**src/rtl/ram_32_56_arb.sv**
```systemverilog
// Sequencer/arbiter in front of a 32x56 one-read/one-write table RAM: clears the array
// after reset or flush, round-robins two writers onto the write port and forwards same-cycle writes to the reader.
module ram_32_56_arb #(
    parameter int AW = 5,
    parameter int DW = 56,
    parameter logic [DW-1:0] INIT_VAL = '0
) (
    input  logic          clk,
    input  logic          rst,
    input  logic          flush,
    output logic          init_busy,
    input  logic          rd_req,
    input  logic [AW-1:0] rd_addr,
    output logic          rd_ready,
    output logic          rd_valid,
    output logic [DW-1:0] rd_data,
    input  logic          wa_req,
    input  logic [AW-1:0] wa_addr,
    input  logic [DW-1:0] wa_data,
    output logic          wa_gnt,
    input  logic          wb_req,
    input  logic [AW-1:0] wb_addr,
    input  logic [DW-1:0] wb_data,
    output logic          wb_gnt,
    output logic          ram_re,
    output logic [AW-1:0] ram_raddr,
    input  logic [DW-1:0] ram_rd,
    output logic          ram_we,
    output logic [AW-1:0] ram_waddr,
    output logic [DW-1:0] ram_wr
);

    localparam logic ST_INIT = 1'b0;
    localparam logic ST_RUN  = 1'b1;
    localparam logic RR_A    = 1'b0;
    localparam logic RR_B    = 1'b1;

    logic          state;
    logic [AW-1:0] cnt;
    logic          rr;
    logic          vld_p1;
    logic          fwd_p1;
    logic [DW-1:0] fwd_data_p1;
    logic          fwd_hit;

    always_comb begin
        init_busy = 1'b0;
        rd_ready  = 1'b0;
        ram_re    = 1'b0;
        ram_raddr = rd_addr;
        wa_gnt    = 1'b0;
        wb_gnt    = 1'b0;
        ram_we    = 1'b0;
        ram_waddr = cnt;
        ram_wr    = INIT_VAL;
        if (!rst) begin
            init_busy = 1'b1;
        end else if (state == ST_INIT) begin
            init_busy = 1'b1;
            ram_we    = 1'b1;
        end else begin
            rd_ready = rd_req;
            ram_re   = rd_req;
            // The flush cycle itself grants nothing; requests simply wait out the sweep.
            if (!flush) begin
                if (wa_req && (!wb_req || rr == RR_A)) begin
                    wa_gnt    = 1'b1;
                    ram_we    = 1'b1;
                    ram_waddr = wa_addr;
                    ram_wr    = wa_data;
                end else if (wb_req) begin
                    wb_gnt    = 1'b1;
                    ram_we    = 1'b1;
                    ram_waddr = wb_addr;
                    ram_wr    = wb_data;
                end
            end
        end
    end

    // The RAM returns the pre-write word on a same-address collision, so remember the new one.
    assign fwd_hit = rd_ready && (wa_gnt || wb_gnt) && (ram_waddr == rd_addr);

    // Stage p0 -> p1: read accept, forwarding capture, sweep/arbitration state
    always_ff @(posedge clk) begin
        if (!rst) begin
            state  <= ST_INIT;
            cnt    <= '0;
            rr     <= RR_A;
            vld_p1 <= 1'b0;
            fwd_p1 <= 1'b0;
        end else begin
            vld_p1 <= rd_ready;
            fwd_p1 <= fwd_hit;
            if (state == ST_INIT) begin
                if (flush) begin
                    cnt <= '0;
                end else begin
                    cnt <= cnt + 1'b1;
                    if (cnt == '1) state <= ST_RUN;
                end
            end else if (flush) begin
                state <= ST_INIT;
                cnt   <= '0;
            end
            if (wa_gnt)      rr <= RR_B;
            else if (wb_gnt) rr <= RR_A;
        end
    end

    always_ff @(posedge clk) begin
        fwd_data_p1 <= ram_wr;
    end

    // Stage p1: output select
    assign rd_valid = vld_p1 && rst;
    assign rd_data  = rd_valid ? (fwd_p1 ? fwd_data_p1 : ram_rd) : '0;

endmodule
```
**config.mk**
```make
export PLATFORM = sky130hd
export DESIGN_NAME = ram_32_56_arb
export DESIGN_NICKNAME = d
export VERILOG_FILES = /design/src/rtl/ram_32_56_arb.sv
export SDC_FILE = /design/constraint.sdc
export NUM_CORES = 1
export LEC_CHECK = 0
export CAP_MARGIN = 15
export CORE_AREA = 2 2 124 126
export CTS_CLUSTER_DIAMETER = 200
export DETAILED_ROUTE_END_ITERATION = 16
export DIE_AREA = 0 0 126 128
export HOLD_SLACK_MARGIN = 0.02
export PLACE_DENSITY = 0.72
export SYNTH_ARGS = -nofsm -noshare
export SYNTH_HDL_FRONTEND = slang
export SYNTH_SLANG_ARGS = --single-unit
```
**constraint.sdc**
```tcl
create_clock -name clk -period 7.3 [get_ports clk]
set_input_delay 2.19 -clock clk [delete_from_list [all_inputs] [get_ports clk]]
set_output_delay 2.19 -clock clk [all_outputs]
set_load 0.1 [all_outputs]
```
==> results.yml <==
pwr:
  intPower_w: 0.000699
  power_switching_share_pct: 21.6
  p_sw_w: 0.000193
  p_total_w: 0.000892
  vdd_ir_drop_max_uv: 92.4
  seqPwrFrac_pct: 39.9
  pwr-share-comb_pct: 16.2
  p_leak_nw: 2.77
  p_per_area_mw_per_mm2: 130
  clockPowerShare_pct: 43.9
synth:
  ys_warn_count: 0
  syn_area_sq_mm: 0.00309
  synth-edff-count: 0
  seq_area_frac_synth_pct: 42.1
  ys_async_sr_fraction_pct: 0
  ys.flop_type: "dfxtp_1"
  synthTopCellsByArea: "dfxtp_1 42%, mux2i_1 19%, a22o_1 16%"
  ys_top_cells_by_count: "69 x nor2_1, 65 x dfxtp_1, 58 x mux2i_1"
  yosys.area.top_type: "dfxtp_1"
  avgSynthCellArea_sq_um: 9.46
  synth_cell_types: 30
  synth_cells: 327
  synth_top_area_share_pct: 42.1
  synth.most_common_cell: "nor2_1"
  synth-seq-cells: 65
  synth_fp_nets: 518
finish:
  drive_gt1_share_pct: 23.7
  final_nets: 818
  area_growth_pct: 123
  diodes: 0
  final_cell_area_sq_mm: 0.00689
timing:
  finalSetupViolations: 0
  period_minus_slack_ps: 6540
  finalHoldViolCount: 0
  fin_crit_sh_pct: 89.6
  slew_headroom_pct: 31.9
  timing.fmax_mhz: 153
  clock_skew_ps: 5.35
  tightest_slew_ps: 1020
  slew_viol_final: 0
  rsz0062_at_grt: "no"
  setup_tns_ps: 0
critical_path:
  startpoint: "rst"
  r2r-start: "state$_SDFF_PN0_"
  r2r_slack_ps: 5000
  worstSetupEndpointType: "primary output"
  required_ps: 5110
  arrival_ps: 4350
  crit_end: "ram_wr[39]"
  worst-path-max-fanout: 35
  worstSetupPathType: "input pin to primary output"
  r2r_end: "fwd_p1$_SDFF_PN0_"
  r2r_cells: 5
  worst_setup_path_start_kind: "input pin"
status:
  status: "complete, no violations"
detailed_routing:
  highest_layer: "met4"
  drtIter0Drc: 142
  first_pass_iters: 4
  met1Wirelength_um: 5570
  viasPerCell: 4.54
  vias: 3712
  wl_met3_um: 901
  met2WireLength_um: 7320
  wire_per_inst_um: 17.1
  route.detailed.drc: 0
  drt_wl_total_um: 14000
  antenna_left: 0
clock_network:
  cts_sinks: 65
  root_buffer: "clkbuf_16"
  cts_tree: "built"
  cts_htree_levels: 3
  cts_resized: 0
  post_cts_buffers: 0
  clkTransAtPathRegs_ps: 50
  numCtsBuffers: 9
  cts_hold_buf: 0
  insertion_delay_ps: 330
  cts_buffer_depth: 2
floorplanning:
  core_area_sq_mm: 0.0149
  start_util_pct: 20.8
  dieHeight_um: 128
  io_pins: 318
  placement_rows: 45
  die_area_sq_mm: 0.0161
  die_w_um: 126
worst_hold_path:
  min_path_type: "register to register"
grt:
  grt_max_degree: 57
  grt_pass1_vias: 3827
  track_usage_pct: 16.4
  overflow: 0
  antenna_found_initial: 0
  grt_pass1_wl_um: 20500
placement:
  dpl_cell_area_sq_mm: 0.00662
  gp_congestion: 0.909
  numPortBuffers: 317
  dp_hpwl_um: 11200
job:
  max_cap_violations: 0
critical path: stages:
cell and delay, ps:
clkdlybuf4s50_1 590, nand3b_2 190, nor2_4 620, buf_12 290
a22o_1 260, buf_12 200
through the flow:
| stage | utilization, % | hold slack, ps | cells | setup slack (ps) |
|---|---|---|---|---|
| CTS | 46.3 | 555 | 818 | 748 |
| detailed placement | 44.5 | 543 | 804 | 758 |
| finish | 46.3 | 550 | 818 | 756 |
| floorplan | - | 494 | 327 | 51.4 |
| global route | 46.3 | 574 | 818 | 606 |
| global placement | 44.5 | 522 | 804 | 816 |
cells by family (layout without fill, tap and decap cells):
logic type,count (synthesis),in the layout,synth area share [%]
simple gates,89,89,12.3
flops,65,65,42.1
xor+xnor,7,7,1.98
compound gates,66,66,18.4
buf+inv,40,343,5.74
fa+ha+maj,2,2,0.809
mux,58,58,18.8
worst min-delay path by stage:
stage	from	endpoint	slack [ps]	cells past startpoint
after global placement	rr$_SDFFE_PN0P_	rr$_SDFFE_PN0P_	520	2
after floorplan	cnt[3]$_SDFFE_PN0P_	cnt[3]$_SDFFE_PN0P_	490	2
after CTS	rr$_SDFFE_PN0P_	rr$_SDFFE_PN0P_	550	2
final	cnt[4]$_SDFFE_PN0P_	cnt[4]$_SDFFE_PN0P_	550	2
after detailed placement	rr$_SDFFE_PN0P_	rr$_SDFFE_PN0P_	540	2
after global routing	rr$_SDFFE_PN0P_	rr$_SDFFE_PN0P_	570	2
cell type report:
class | count | area, sq um
multi-input cells | 222 | 1630
clock buffers | 14 | 264
flip-flops and latches | 65 | 1310
fillers | 1372 | 7980
inverters | 8 | 30.0
well taps | 188 | 235
repair buffers | 321 | 3420
metal layers:
metal	track usage, %	vias up
li1	-	1763
met1	18.7	1772
met2	29.2	165
met3	5.01	12
met4	5.11	0
met5	0	-
cell usage in the layout, fill, tap and decap left out:
| master | Yosys | routed |
|---|---|---|
| a211oi_1 | 1 | 1 |
| a21bo_2 | 1 | 1 |
| a222oi_1 | 3 | 3 |
| a22o_1 | 56 | 56 |
| a31oi_1 | 1 | 1 |
| and2_1 | 1 | 1 |
| and3_1 | 1 | 1 |
| buf_12 | 0 | 43 |
| buf_4 | 6 | 89 |
| clkbuf_1 | 16 | 3 |
| clkbuf_16 | 0 | 9 |
| clkbuf_8 | 0 | 2 |
| clkdlybuf4s50_1 | 0 | 189 |
| dfxtp_1 | 65 | 64 |
| dfxtp_4 | 0 | 1 |
| ha_1 | 2 | 2 |
| inv_1 | 8 | 8 |
| mux2i_1 | 58 | 58 |
| nand2_1 | 6 | 5 |
| nand2_2 | 0 | 1 |
| nand3b_2 | 1 | 1 |
| nand4_1 | 1 | 1 |
| nand4b_1 | 2 | 2 |
| nor2_1 | 69 | 68 |
| nor2_4 | 0 | 1 |
| nor2b_1 | 2 | 2 |
| nor3_1 | 2 | 2 |
| nor3b_2 | 0 | 1 |
| nor4_1 | 1 | 1 |
| nor4b_1 | 1 | 1 |
| o21ai_0 | 3 | 3 |
| o22a_1 | 1 | 1 |
| or2_0 | 1 | 1 |
| xnor2_1 | 4 | 4 |
| xor2_1 | 3 | 3 |
state kept, by name (all words and copies together), names as in the netlist:
register / count
fwd_data_p1: 56
cnt: 5
fwd_p1: 1
rr: 1
state: 1
vld_p1: 1
power by group through the flow:
stage               Clock, W  Sequential, W  Combinational (W)
floorplan                  0       0.000364          0.0000342
global placement           0       0.000363           0.000143
detailed placement         0       0.000363           0.000144
CTS                 0.000407       0.000356           0.000145
global route        0.000419       0.000356           0.000152
finish              0.000392       0.000356           0.000145
Power figures use the tool's default switching activity.
